$ cat config.mk
export PLATFORM = sky130hd
export DESIGN_NAME = monopix_readout_ctrl_flat
export DESIGN_NICKNAME = d
export VERILOG_FILES = /design/src/rtl/monopix_readout_pkg.sv /design/src/rtl/monopix_readout_ctrl_if.sv /design/src/rtl/monopix_sync_fifo.sv /design/src/rtl/monopix_readout_ctrl.sv /design/src/flat_wrapper.sv
export SDC_FILE = /design/constraint.sdc
export NUM_CORES = 1
export LEC_CHECK = 0
export BUFFER_PORTS_ARGS = -buffer_cell sky130_fd_sc_hd__buf_2
export CAP_MARGIN = 20
export CORE_ASPECT_RATIO = 1.1
export CORE_MARGIN = 2
export CORE_UTILIZATION = 45
export CTS_BUF_LIST = sky130_fd_sc_hd__clkbuf_2
export DETAILED_ROUTE_END_ITERATION = 8
export MAX_ROUTING_LAYER = met4
export PLACE_DENSITY = 0.63
export SLEW_MARGIN = 20
export SYNTH_ARGS = -nofsm -noshare
export SYNTH_HDL_FRONTEND = slang
export SYNTH_SLANG_ARGS = --single-unit
$ cat constraint.sdc
create_clock -name clk_bx -period 5.8 [get_ports clk_bx]
set_input_delay 1.74 -clock clk_bx [delete_from_list [all_inputs] [get_ports clk_bx]]
set_output_delay 1.74 -clock clk_bx [all_outputs]
set_load 0.02 [all_outputs]
$ cat src/rtl/monopix_readout_pkg.sv
// ---------------------------------------------------------------------------
// monopix_readout_pkg
// Shared types and helpers for the MONOPIX readout controller.
//   t_state          : controller FSM states
//   *_lsb functions  : bit offsets of each field inside the {col, te, le, row}
//                      word, computed from the field widths of an instance
//   gray2bin         : width-generic Gray-to-binary conversion (up to 32 bits)
// ---------------------------------------------------------------------------
package monopix_readout_pkg;

  typedef enum logic [2:0] {
    ST_IDLE,
    ST_TOKEN_WAIT,
    ST_READ,
    ST_SHIFT,
    ST_STORE
  } t_state;

  // Field offsets in the serial word; row sits in the LSBs.
  function automatic int row_lsb();
    return 0;
  endfunction

  function automatic int le_lsb(input int row_w);
    return row_w;
  endfunction

  function automatic int te_lsb(input int row_w, input int ts_w);
    return row_w + ts_w;
  endfunction

  function automatic int col_lsb(input int row_w, input int ts_w);
    return row_w + 2 * ts_w;
  endfunction

  // Binary bit i is the XOR of all Gray bits at or above i within the field,
  // so bits beyond the field width are masked off before folding.
  function automatic logic [31:0] gray2bin(input logic [31:0] g, input int w);
    logic [31:0] mask;
    logic [31:0] gm;
    logic [31:0] b;
    mask = (w >= 32) ? 32'hFFFF_FFFF : ((32'd1 << w) - 32'd1);
    gm   = g & mask;
    b    = '0;
    for (int i = 0; i < 32; i++) begin
      b[i] = ^(gm >> i);
    end
    return b;
  endfunction

endpackage

$ cat src/rtl/monopix_readout_ctrl_if.sv
// ---------------------------------------------------------------------------
// monopix_readout_ctrl_if
// Valid/ready output stream of the readout controller.
//   dout       : decoded word {col, te, le, row}
//   dout_valid : FIFO head valid
//   dout_ready : consumer accepts the head this cycle
// master = controller side, slave = consumer side.
// DATA_W must equal COL_W+2*TS_W+ROW_W of the connected controller.
// ---------------------------------------------------------------------------
interface monopix_readout_ctrl_if #(
  parameter int DATA_W = 27
);
  logic [DATA_W-1:0] dout;
  logic              dout_valid;
  logic              dout_ready;

  modport master (output dout, output dout_valid, input dout_ready);
  modport slave  (input dout, input dout_valid, output dout_ready);
endinterface

$ cat src/rtl/monopix_sync_fifo.sv
// ---------------------------------------------------------------------------
// monopix_sync_fifo
// Single-clock show-ahead FIFO: the head word is presented on dout_o
// whenever valid_o is high, and pop_i consumes it.
//   clk, rst  : clock, asynchronous active-high reset (empties the FIFO)
//   push_i    : write din_i (ignored when full unless popping the same cycle)
//   pop_i     : consume head (ignored when empty)
//   dout_o    : head word, forced to zero while empty
//   valid_o   : FIFO not empty
//   count_o   : current occupancy, 0..DEPTH
// DEPTH must be a power of two so the pointers wrap naturally.
// ---------------------------------------------------------------------------
module monopix_sync_fifo #(
  parameter int WIDTH = 27,
  parameter int DEPTH = 8
) (
  input  logic                       clk,
  input  logic                       rst,
  input  logic                       push_i,
  input  logic [WIDTH-1:0]           din_i,
  input  logic                       pop_i,
  output logic [WIDTH-1:0]           dout_o,
  output logic                       valid_o,
  output logic [$clog2(DEPTH):0]     count_o
);
  localparam int AW = $clog2(DEPTH);

  logic [WIDTH-1:0] mem_q [DEPTH];
  logic [AW-1:0]    wr_ptr_q;
  logic [AW-1:0]    rd_ptr_q;
  logic [AW:0]      count_q;
  logic             empty;
  logic             full;
  logic             do_push;
  logic             do_pop;

  assign empty   = (count_q == '0);
  assign full    = (count_q == (AW+1)'(DEPTH));
  assign do_pop  = pop_i & ~empty;
  // When full, a push is only accepted together with a pop of the head.
  assign do_push = push_i & (~full | do_pop);

  always_ff @(posedge clk or posedge rst) begin
    if (rst) begin
      wr_ptr_q <= '0;
      rd_ptr_q <= '0;
      count_q  <= '0;
    end else begin
      if (do_push) wr_ptr_q <= wr_ptr_q + 1'b1;
      if (do_pop)  rd_ptr_q <= rd_ptr_q + 1'b1;
      case ({do_push, do_pop})
        2'b10:   count_q <= count_q + 1'b1;
        2'b01:   count_q <= count_q - 1'b1;
        default: count_q <= count_q;
      endcase
    end
  end

  // Storage carries no reset; stale entries are unreachable once the
  // pointers and count are cleared.
  always_ff @(posedge clk) begin
    if (do_push) mem_q[wr_ptr_q] <= din_i;
  end

  assign dout_o  = empty ? '0 : mem_q[rd_ptr_q];
  assign valid_o = ~empty;
  assign count_o = count_q;
endmodule

$ cat src/rtl/monopix_readout_ctrl.sv
// ---------------------------------------------------------------------------
// monopix_readout_ctrl
// Readout controller for one MONOPIX flavour. On token it freezes the chip,
// waits WAIT_CYC cycles, pulses READ for READ_CYC cycles, waits SHIFT_DLY
// cycles and deserialises DATA_W bits (MSB first), optionally Gray-decodes
// LE/TE and pushes the word into a show-ahead FIFO. Readouts chain without
// releasing FREEZE while token, en and FIFO space allow.
//   clk_bx, reset : clock, asynchronous active-high reset
//   en            : readout enable
//   token         : chip token (already synchronised)
//   data_in       : chip serial data, MSB first
//   read, freeze  : chip controls
//   busy          : controller not idle
//   word_cnt      : stored words, saturating at 16'hFFFF
//   out_if        : dout/dout_valid/dout_ready stream
// ---------------------------------------------------------------------------
module monopix_readout_ctrl
  import monopix_readout_pkg::*;
#(
  parameter int COL_W       = 6,
  parameter int TS_W        = 6,
  parameter int ROW_W       = 9,
  parameter int WAIT_CYC    = 2,
  parameter int READ_CYC    = 1,
  parameter int SHIFT_DLY   = 2,
  parameter int FIFO_DEPTH  = 8,
  parameter int GRAY_DECODE = 1
) (
  input  logic                   clk_bx,
  input  logic                   reset,
  input  logic                   en,
  input  logic                   token,
  input  logic                   data_in,
  output logic                   read,
  output logic                   freeze,
  output logic                   busy,
  output logic [15:0]            word_cnt,
  monopix_readout_ctrl_if.master out_if
);
  localparam int DATA_W    = COL_W + 2 * TS_W + ROW_W;
  localparam int SHIFT_LEN = SHIFT_DLY + DATA_W;
  localparam int CNT_W     = 16;
  localparam int AW        = $clog2(FIFO_DEPTH);
  localparam int LE_LSB    = le_lsb(ROW_W);
  localparam int TE_LSB    = te_lsb(ROW_W, TS_W);
  localparam int COL_LSB   = col_lsb(ROW_W, TS_W);

  t_state             state_q;
  logic [CNT_W-1:0]   cyc_q;
  logic [DATA_W-1:0]  sr_q;
  logic               read_q;
  logic               freeze_q;
  logic [15:0]        word_cnt_q;

  logic               push;
  logic               pop;
  logic [AW:0]        fifo_count;
  logic [AW+1:0]      occ_next;
  logic               space;
  logic               go;
  logic [DATA_W-1:0]  fifo_din;
  logic [DATA_W-1:0]  fifo_dout;
  logic               fifo_valid;

  logic [COL_W-1:0]   col_raw;
  logic [TS_W-1:0]    te_raw;
  logic [TS_W-1:0]    le_raw;
  logic [ROW_W-1:0]   row_raw;
  logic [TS_W-1:0]    te_st;
  logic [TS_W-1:0]    le_st;

  // FIFO write happens in STORE; read whenever the head is accepted.
  assign push = (state_q == ST_STORE);
  assign pop  = fifo_valid & out_if.dout_ready;

  // Space is judged on the occupancy after this cycle's push/pop, so the
  // word being stored in STORE already counts against the depth.
  assign occ_next = {1'b0, fifo_count} + {{(AW+1){1'b0}}, push}
                  - {{(AW+1){1'b0}}, pop};
  assign space    = (occ_next < (AW+2)'(FIFO_DEPTH));
  assign go       = token & en & space;

  // Field split of the assembled word.
  assign row_raw = sr_q[ROW_W-1:0];
  assign le_raw  = sr_q[LE_LSB +: TS_W];
  assign te_raw  = sr_q[TE_LSB +: TS_W];
  assign col_raw = sr_q[COL_LSB +: COL_W];

  generate
    if (GRAY_DECODE != 0) begin : g_gray
      assign te_st = TS_W'(gray2bin(32'(te_raw), TS_W));
      assign le_st = TS_W'(gray2bin(32'(le_raw), TS_W));
    end else begin : g_raw
      assign te_st = te_raw;
      assign le_st = le_raw;
    end
  endgenerate

  assign fifo_din = {col_raw, te_st, le_st, row_raw};

  // Outputs are updated together with the state transition, so read/freeze
  // track the state held in the following cycle with no combinational path.
  always_ff @(posedge clk_bx or posedge reset) begin
    if (reset) begin
      state_q  <= ST_IDLE;
      cyc_q    <= '0;
      sr_q     <= '0;
      read_q   <= 1'b0;
      freeze_q <= 1'b0;
    end else begin
      case (state_q)
        ST_IDLE: begin
          if (go) begin
            state_q  <= ST_TOKEN_WAIT;
            freeze_q <= 1'b1;
            cyc_q    <= '0;
          end
        end
        ST_TOKEN_WAIT: begin
          if (cyc_q == CNT_W'(WAIT_CYC - 1)) begin
            state_q <= ST_READ;
            read_q  <= 1'b1;
            cyc_q   <= '0;
          end else begin
            cyc_q <= cyc_q + 1'b1;
          end
        end
        ST_READ: begin
          if (cyc_q == CNT_W'(READ_CYC - 1)) begin
            state_q <= ST_SHIFT;
            read_q  <= 1'b0;
            cyc_q   <= '0;
          end else begin
            cyc_q <= cyc_q + 1'b1;
          end
        end
        ST_SHIFT: begin
          // The first SHIFT_DLY cycles cover the chip's output latency.
          if (cyc_q >= CNT_W'(SHIFT_DLY)) begin
            sr_q <= {sr_q[DATA_W-2:0], data_in};
          end
          if (cyc_q == CNT_W'(SHIFT_LEN - 1)) begin
            state_q <= ST_STORE;
            cyc_q   <= '0;
          end else begin
            cyc_q <= cyc_q + 1'b1;
          end
        end
        ST_STORE: begin
          // Chaining keeps freeze high straight into the next TOKEN_WAIT.
          if (go) begin
            state_q <= ST_TOKEN_WAIT;
          end else begin
            state_q  <= ST_IDLE;
            freeze_q <= 1'b0;
          end
        end
        default: begin
          state_q  <= ST_IDLE;
          read_q   <= 1'b0;
          freeze_q <= 1'b0;
          cyc_q    <= '0;
        end
      endcase
    end
  end

  always_ff @(posedge clk_bx or posedge reset) begin
    if (reset) begin
      word_cnt_q <= '0;
    end else if (push && (word_cnt_q != 16'hFFFF)) begin
      word_cnt_q <= word_cnt_q + 16'd1;
    end
  end

  monopix_sync_fifo #(
    .WIDTH (DATA_W),
    .DEPTH (FIFO_DEPTH)
  ) u_fifo (
    .clk     (clk_bx),
    .rst     (reset),
    .push_i  (push),
    .din_i   (fifo_din),
    .pop_i   (pop),
    .dout_o  (fifo_dout),
    .valid_o (fifo_valid),
    .count_o (fifo_count)
  );

  assign read              = read_q;
  assign freeze            = freeze_q;
  // busy and freeze are both "not IDLE", so they share one register.
  assign busy              = freeze_q;
  assign word_cnt          = word_cnt_q;
  assign out_if.dout       = fifo_dout;
  assign out_if.dout_valid = fifo_valid;
endmodule

$ cat src/flat_wrapper.sv
// flat-port wrapper written by rule: the top's interface ports become plain ports
module monopix_readout_ctrl_flat import monopix_readout_pkg::*;
#(
  parameter int COL_W       = 6,
  parameter int TS_W        = 6,
  parameter int ROW_W       = 9,
  parameter int WAIT_CYC    = 2,
  parameter int READ_CYC    = 1,
  parameter int SHIFT_DLY   = 2,
  parameter int FIFO_DEPTH  = 8,
  parameter int GRAY_DECODE = 1
)
  (clk_bx, reset, en, token, data_in, read, freeze, busy, word_cnt, out_if_dout, out_if_dout_valid, out_if_dout_ready);
  monopix_readout_ctrl_if #(.DATA_W((27))) out_if_i ();
  input  logic clk_bx;
  input  logic reset;
  input  logic en;
  input  logic token;
  input  logic data_in;
  output logic read;
  output logic freeze;
  output logic busy;
  output logic [15:0] word_cnt;
  output wire logic [$bits(out_if_i.dout)-1:0] out_if_dout;
  output wire logic [$bits(out_if_i.dout_valid)-1:0] out_if_dout_valid;
  input wire logic [$bits(out_if_i.dout_ready)-1:0] out_if_dout_ready;
  assign out_if_dout = out_if_i.dout;
  assign out_if_dout_valid = out_if_i.dout_valid;
  assign out_if_i.dout_ready = out_if_dout_ready;
  monopix_readout_ctrl #(.COL_W(COL_W), .TS_W(TS_W), .ROW_W(ROW_W), .WAIT_CYC(WAIT_CYC), .READ_CYC(READ_CYC), .SHIFT_DLY(SHIFT_DLY), .FIFO_DEPTH(FIFO_DEPTH), .GRAY_DECODE(GRAY_DECODE)) u_core (.clk_bx(clk_bx), .reset(reset), .en(en), .token(token), .data_in(data_in), .read(read), .freeze(freeze), .busy(busy), .word_cnt(word_cnt), .out_if(out_if_i));
endmodule
* Yosys cells after proc, flatten, opt, wreduce, memory -nomap -nowiden
Memories as Yosys holds them, arrays and structs flattened.
Index checks and enable logic that the tools add are counted.
** Word-level totals
- Register bits after elaboration :: 74
- Bits in writable memories :: 216
- Input bits :: 6
- Output and inout bits :: 47
- Logic and storage cells :: 91
- Memories :: 1
** Cells by class
- Add/subtract/negate cells :: 8
- $lt $le $gt $ge :: 2
- Equal/unequal tests :: 15
- Muxes and demuxes :: 21
- Bitwise operators :: 11
- Reduce and logical (&&, ||, !) cells :: 24
** Memories
- u_core.u_fifo.mem_q :: depth 8, bits a word 27, read ports 1, clocked after Yosys merged registers in 0, wr ports 1, RTL line monopix_sync_fifo.sv:28 : logic [WIDTH-1:0] mem_q [DEPTH];
** Operators by type and width (count)
- 32-bit parity :: 12
- 16-bit one-hot mux with 5 select lines :: 1
- 16-bit two-way mux :: 4
- 16-bit by 1-bit adder with 16-bit output (second input constant) :: 2
- 27-bit two-way mux :: 1
- 16-bit by 1-bit equality test with 1-bit output (second input constant) :: 1
- 16-bit by 5-bit equality test with 1-bit output (second input constant) :: 1
- 16-bit by 2-bit greater-or-equal comparator with 1-bit output (second input constant) :: 1
- 16-bit zero test :: 1
- 16-bit != test (second input constant) :: 1
- 3-bit one-hot mux with 5 select lines :: 1
- 3-bit two-way mux :: 4
- 2-bit by 1-bit != test with 1-bit output (second input constant) :: 4
- 4-bit one-hot mux with 2 select lines :: 1
- 1-bit two-way mux :: 7
- 3-bit by 1-bit adder with 3-bit output (second input constant) :: 2
- 3-bit by 2-bit equality test with 1-bit output (second input constant) :: 2
- 1-bit one-hot mux with 3 select lines :: 2
- 3-bit AND reduction :: 2
- 3-bit OR reduction :: 2
- 4-bit by 1-bit adder with 5-bit output :: 1
- 1-bit AND :: 5
- 5-bit by 4-bit < comparator with 1-bit output (second input constant) :: 1
- 1-bit inverter :: 5
- 16 further kinds :: 17

* Depth between registers and ports, before layout
Gate-level depths: netlist (run 1).
- Word-level depth :: 8
- Gate-level depth with buffers :: 14
- Mapped depth without buffers :: 13

* Modules after synthesis
Synthesis (run 1) repeated with hierarchy kept, for this count alone.
** Unflattened totals
- Cells, all modules :: 711
- Area, all modules :: 12159.2 sq um
** By module, submodules not included
- monopix_sync_fifo :: times used 1, cells each 411, area an instance 8863.5 sq um, sequential area each 6736.5 sq um
- monopix_readout_ctrl :: times used 1, cells each 300, area an instance 3295.7 sq um, sequential area each 1601.5 sq um

* Least setup slack after synthesis (run 1)
Ideal clock, no wire load.
- Path kind :: input -> register
- From :: input port out_if_dout_ready
- To :: memory u_core.u_fifo.mem_q[4][0], enable pin
- Setup time :: 0.445 ns
- Data arrival time :: 4.246 ns
- Required time :: 5.355 ns
- Setup slack :: 1.110 ns
- Stages on the path :: 4
- Path buffers :: 0
- Cells stage by stage :: nand2b_1 -> a31oi_1 -> nand2_1 -> nor3_1
** On the way
- Cells in the longest elaborated chain, start to end :: 6
** RTL lines
- start, declared :: RTL line flat_wrapper.sv:26 : input wire logic [$bits(out_if_i.dout_ready)-1:0] out_if_dout_ready;
- 1-bit AND :: RTL line monopix_readout_ctrl.sv:74 : assign pop = fifo_valid & out_if.dout_ready;
- 1-bit AND :: RTL line monopix_sync_fifo.sv:39 : assign do_pop = pop_i & ~empty;
- 1-bit OR :: RTL line monopix_sync_fifo.sv:41 : assign do_push = push_i & (~full | do_pop);
- 1-bit AND :: RTL line monopix_sync_fifo.sv:41
- 1-bit two-way mux :: RTL line monopix_sync_fifo.sv:62 : if (do_push) mem_q[wr_ptr_q] <= din_i;
- 1-bit two-way mux (implied by the code) :: RTL line monopix_sync_fifo.sv:62
- end, declared :: RTL line monopix_sync_fifo.sv:28
Every way passes these cells.

* Final worst setup path (run 1)
- From :: register u_core.u_fifo.rd_ptr_q[0]
- To :: output port out_if_dout[7]
** On the way
- Cells in the longest elaborated chain, start to end :: 2
** RTL lines
- start, declared :: RTL line monopix_sync_fifo.sv:30 : logic [AW-1:0] rd_ptr_q;
- start signal, assigned :: RTL line monopix_sync_fifo.sv:50 : if (do_pop) rd_ptr_q <= rd_ptr_q + 1'b1;
- memory read 8 x 27 bit
- 27-bit two-way mux :: RTL line monopix_sync_fifo.sv:65 : assign dout_o = empty ? '0 : mem_q[rd_ptr_q];
- end, declared :: RTL line flat_wrapper.sv:24 : output wire logic [$bits(out_if_i.dout)-1:0] out_if_dout;
Every way passes these cells.

==> metrics.txt, run 1 <==
ys async rst share=25.5%; share of cells above drive strength 1=32.2%; Row Count=63; Slew Limit Headroom=25.8%; R2R Path Start=u_core.u_fifo.count_o[2]; CTS Root Cell=clkbuf_2; CP startpoint=u_core.u_fifo.rd_ptr_q[0]; Hold Crit Class=flop to flop; final net count=855; commonest non-fill, non-tap cell in the layout=edfxtp_1; most frequent cells in the layout=edfxtp_1, clkbuf_2, dfrtp_1, mux4_2, buf_2; Post-Syn Area=12100 um2; clock buffer depth=3; DRC violations left=0; GRT Residual Overflow=0; CP startpoint kind=flop; IO buf count=52; Die W=161 um; post-synth cell types=57; Util after Layout=50.9%; period utilization=82.5%; Worst Path Max Fanout=32; Tightest Pin Transition=1.11 ns; Synth-to-Final Area Change=12.0%; final WL=24600 um; H-tree lvl count=3; Worst Path Required=4.06 ns; DR vias=6766; total chip power=5.73 mW; min Tclk post-route=4.79 ns; Yosys reg bits=290; hold bufs inserted after CTS=0; Critical Path Sink Type=primary output; crit path DAT=3.05 ns; CP Class=flop to primary output; Hold Path Depth=1; Simple-Gate Fraction of Synth Area=6.64%; io pins=53; setup TNS=0 ns; peak supply drop=0.000255 V; initial DRC count=339; initial antenna violation count=1; Die ar.=28300 um2; setup bufs post-CTS=0; clock slew seen by the registers of the worst setup and hold paths=0.10 ns; CTS tree=yes; hpwl dp=14300 um; crit path cell chain=buf_4, mux4_2, mux2i_1, nor2_1, buf_2; Fin. Hold Viols=0; max incr delay on CP=0.89 ns; DR WL/cell=19.7 um; setup ws final=1.01 ns; total track usage=18.6%; GP Congestion=0.805; r2r worst-path depth=8; r2r setup slk=2.56 ns; Post-synth EDFFs=216; drt via density=5.40; first-pass GRT wire length=39600 um; total CTS buffers=73; largest family of logic cells by synthesized area=multiplexers; Net Count, Synth=745; Leak Pwr=5.01 nW; reg2reg end=u_core.u_fifo.mem_q[6][0]; clk sinks=290; outcome=complete, no violations; Final ANT Viol Nets=0; Post-CTS Resized=0; RSZ-0062 raised after global routing=no; vias in the first global route=7328; Gate Count Post-Synth=723; Seq/Total Area, Yosys=68.7%; CP Capture Point=out_if_dout[7]; Setup Skew=0.0738 ns; mux cell area share after synthesis=15.3%; Adder-Cell Fraction of Synth Area=1.71%; setup violators final=0; Max Cap Violations=0; Core ar.=26700 um2; Power Dens Cells=422 nW/um2; Synth Area in Compound Gates=3.35%; pin count of the biggest net entering global routing=47; Syn Area/Cell=16.8 um2; Die H=176 um; Fin Hold WS=0.506 ns; drt pass-1 iters=4; xor and xnor area share after synthesis=2.45%; fin. max-slew vios=0; Starting Density=45.4%; yosys warns=0; Synth Flop Type=edfxtp_1; clk_lat worst skew=0.84 ns; slowest CP cell=dfrtp_4; Max Freq=0.209 GHz; pre-CTS setup slack=1.47 ns
-- routing by layer --
| metal | GRT usage (%) | share of wire [%] | routed length, um | up-vias |
|---|---|---|---|---|
| met1 | 21.9 | 41 | 10100 | 3454 |
| met4 | 6.68 | 1.6 | 405 | 0 |
| met2 | 31.9 | 53 | 13000 | 179 |
| li1 | - | - | - | 3092 |
| met5 | - | 0 | 0 | - |
| met3 | 3.81 | 4.5 | 1100 | 41 |
-- worst min-delay path by stage --
stage	from	to	slack [ns]
2_1_floorplan	u_core.u_fifo.wr_ptr_q[2]	u_core.u_fifo.wr_ptr_q[2]	0.46
3_3_place_gp	u_core.u_fifo.wr_ptr_q[2]	u_core.u_fifo.wr_ptr_q[2]	0.47
3_5_place_dp	u_core.word_cnt[11]	u_core.word_cnt[11]	0.49
4_1_cts	u_core.word_cnt[11]	u_core.word_cnt[11]	0.51
5_1_grt	u_core.u_fifo.wr_ptr_q[2]	u_core.u_fifo.wr_ptr_q[2]	0.54
6_report	u_core.word_cnt[11]	u_core.word_cnt[11]	0.51
-- worst max-delay path, delay by kind of cell, from the launching register on --
family | cells | cell delay, ns
mux | 2 | 0.69
simple gates | 1 | 0.07
buf+inv | 2 | 0.59
flops | 1 | 0.89
-- where the power goes --
group          total [mW]  leakage (nW)  switching [mW]  internal [mW]
Combinational        1.65          1.62           0.907          0.747
Sequential           2.71          2.88           0.285           2.42
Clock                1.37         0.509           0.825          0.546
Total                5.73          5.01            2.02           3.72
-- metrics by stage --
stage	instances	cell area [um2]
floorplan	723	12100
global placement	1114	12900
detailed placement	1114	12900
CTS	1250	13600
global route	1252	13600
finish	1252	13600
-- state kept, by name, summed over array words and instances, names as in the netlist --
| signal | flops |
|---|---|
| u_core.cyc_q | 16 |
| u_core.u_fifo.count_o | 4 |
| u_core.u_fifo.wr_ptr_q | 3 |
| u_core.u_fifo.mem_q | 216 |
| u_core.word_cnt | 16 |
| u_core.sr_q | 27 |
| u_core.read | 1 |
| u_core.u_fifo.rd_ptr_q | 3 |
| u_core.busy | 1 |
| u_core.state_q | 3 |
-- layout make-up --
cell class	count	area, um2
repair buffers	68	400
diodes	1	2.50
inverters	21	80.1
well taps	357	447
clock buffers	105	526
fillers	2248	13100
clock inverters	31	173
flip-flops and latches	290	8340
multi-input cells	379	3620
-- Yosys cell counts, types with 2 or more instances --
library cell | count | share of area, %
edfxtp_1 | 216 | 53
dfrtp_1 | 74 | 15
mux4_2 | 54 | 10
nor2_1 | 52 | 1.6
nand2_1 | 33 | 1.0
mux2i_1 | 31 | 2.6
mux2_2 | 29 | 2.7
nand3_1 | 26 | 1.1
inv_1 | 21 | 0.65
xnor2_1 | 21 | 1.5
o211ai_1 | 19 | 1.2
clkbuf_1 | 16 | 0.50
ha_1 | 15 | 1.5
buf_2 | 13 | 0.54
xor2_1 | 13 | 0.94
nand4_1 | 10 | 0.52
and3_1 | 8 | 0.41
nor3_1 | 6 | 0.25
nand2b_1 | 5 | 0.26
o21ai_1 | 5 | 0.21
a21oi_1 | 4 | 0.17
and2_1 | 4 | 0.21
and4_1 | 3 | 0.22
buf_1 | 3 | 0.093
nor4_1 | 3 | 0.15
a211oi_1 | 2 | 0.12
a21o_1 | 2 | 0.12
a31oi_1 | 2 | 0.10
nor2b_1 | 2 | 0.10
o21ai_0 | 2 | 0.083
o311ai_0 | 2 | 0.14
o31ai_1 | 2 | 0.12
-- kinds of logic (layout without fill, tap and decap cells) --
logic type / Yosys count / count (layout)
flip-flops: 290 / 290
AND/OR/NAND/NOR: 162 / 162
multiplexers: 114 / 114
buffers and inverters: 54 / 225
AO/OA/AOI/OAI: 53 / 53
XOR/XNOR: 34 / 34
adder cells (fa/ha/maj): 16 / 16
other: 0 / 1
Power figures use the tool's default switching activity.
==> run 2: changes to the inputs <==
Clock period 5.8 ns to 4.9 ns, I/O delays scaled along.
==> run 2 against run 1 <==
Critical path depth did not move. Clock-buffer cell count rose by 5. Setup slack got worse by 0.49 ns. Register-to-register slack got worse by 0.80 ns. Sequential power rose by 17%. Combinational power rose by 22%. Wire length fell by 0.70%.
==> metrics.txt, run 2 (synthesized netlist as in run 1, its figures left out) <==
Max Freq=0.229 GHz; Core ar.=26700 um2; RSZ-0062 raised after global routing=no; Final ANT Viol Nets=0; DRC violations left=0; CP Capture Point=out_if_dout[26]; initial DRC count=370; slowest CP cell=dfrtp_4; commonest non-fill, non-tap cell in the layout=edfxtp_1; first-pass GRT wire length=39100 um; DR vias=6780; min Tclk post-route=4.37 ns; final net count=859; hpwl dp=13900 um; R2R Path Start=u_core.u_fifo.count_o[3]; period utilization=89.2%; Tightest Pin Transition=1.08 ns; fin. max-slew vios=0; final WL=24400 um; GP Congestion=0.784; Fin. Hold Viols=0; CTS tree=yes; clock buffer depth=3; Slew Limit Headroom=28.1%; Most flops, register=u_core.u_fifo.mem_q; crit path buf inv count=2; CP Depth=5; io pins=53; setup bufs post-CTS=0; peak supply drop=0.000272 V; H-tree lvl count=3; initial antenna violation count=2; Hold Crit Class=flop to flop; placed insts=1117; Power Dens Cells=507 nW/um2; number of flip-flops in the largest register=216; CTS Root Cell=clkbuf_2; Worst Path Max Fanout=38; DR WL/cell=19.5 um; share of cells above drive strength 1=33.3%; CP startpoint kind=flop; DP Area=12900 um2; crit path cell chain=buf_12, mux4_2, mux2i_1, nor2_1, buf_2; total CTS buffers=73; clk_lat worst skew=0.84 ns; r2r setup slk=1.76 ns; post-route cell area=13700 um2; biggest regs=u_core.u_fifo.mem_q (216), u_core.sr_q (27); Hold Path Depth=1; setup violators final=0; Worst Path Required=3.43 ns; crit path DAT=2.90 ns; CP startpoint=u_core.u_fifo.rd_ptr_q[0]; Die ar.=28300 um2; drt via density=5.40; Max Cap Violations=0; Starting Density=45.4%; Die H=176 um; clock slew seen by the registers of the worst setup and hold paths=0.10 ns; total track usage=18.5%; Leak Pwr=5.09 nW; Final Non-Filler Cells=1256; Critical Path Sink Type=primary output; r2r worst-path depth=13; GRT Residual Overflow=0; hold bufs inserted after CTS=0; Setup Skew=0.0847 ns; reg2reg end=u_core.state_q[0]; max incr delay on CP=0.69 ns; Synth-to-Final Area Change=13.0%; clk sinks=290; Die W=161 um; outcome=complete, no violations; Post-CTS Resized=0; Row Count=63; vias in the first global route=7386; setup TNS=0 ns; drt pass-1 iters=5; most frequent cells in the layout=edfxtp_1, clkbuf_2, dfrtp_1, mux4_2, buf_2; Crit path max-delay family=multiplexers; CP Class=flop to primary output; IO buf count=52; pin count of the biggest net entering global routing=50
run 2: final cells by class:
| cell class | instances | area, um2 |
|---|---|---|
| Fill cell | 2205 | 13000 |
| Sequential cell | 290 | 8340 |
| Multi-Input combinational cell | 379 | 3610 |
| Clock buffer | 110 | 551 |
| Timing Repair Buffer | 72 | 455 |
| Tap cell | 357 | 447 |
| Clock inverter | 25 | 219 |
| Inverter | 21 | 80.1 |
| Antenna cell | 2 | 5.00 |
run 2: how the worst min path moves through the flow:
stage | start | to | slack, ns
after floorplan | u_core.u_fifo.wr_ptr_q[2] | u_core.u_fifo.wr_ptr_q[2] | 0.46
after global placement | u_core.word_cnt[11] | u_core.word_cnt[11] | 0.48
after detailed placement | u_core.u_fifo.wr_ptr_q[2] | u_core.u_fifo.wr_ptr_q[2] | 0.49
after CTS | u_core.u_fifo.wr_ptr_q[2] | u_core.u_fifo.wr_ptr_q[2] | 0.51
after global routing | u_core.u_fifo.wr_ptr_q[2] | u_core.u_fifo.wr_ptr_q[2] | 0.52
final | u_core.word_cnt[11] | u_core.word_cnt[11] | 0.50
run 2: worst register-to-register path: stages, from the launching register on:
cell and delay [ns]:
dfrtp_1 0.45, inv_1 0.10, ha_1 0.19, nor3b_2 0.16, nand2b_1 0.21, inv_1 0.17, ha_1 0.17, inv_1 0.04
ha_1 0.26, nand4b_1 0.14, and3_1 0.20, o311ai_0 0.55, a21boi_0 0.23, mux2i_1 0.10
run 2: where the power goes:
part | switching, mW | internal [mW] | leakage, nW
registers | 0.288 | 2.87 | 2.88
logic | 1.12 | 0.896 | 1.65
clock network | 0.967 | 0.820 | 0.567
run 2: routing by layer:
metal / vias up / GRT usage [%] / routed length, um
li1: 3089 / - / -
met1: 3482 / 22.5 / 10400
met5: - / - / 0
met4: 0 / 6.64 / 337
met2: 171 / 31.0 / 12500
met3: 38 / 3.88 / 1290
run 2: through the flow:
stage | power, mW | setup WS [ns] | hold slack (ns) | utilization (%)
floorplan | 4.63 | 0.480 | 0.457 | -
CTS | 7.07 | 0.358 | 0.507 | 51.1
global route | 7.39 | 0.237 | 0.521 | 51.3
global placement | 5.20 | 1.32 | 0.480 | 48.2
detailed placement | 5.26 | 1.26 | 0.486 | 48.2
finish | 6.96 | 0.528 | 0.504 | 51.3
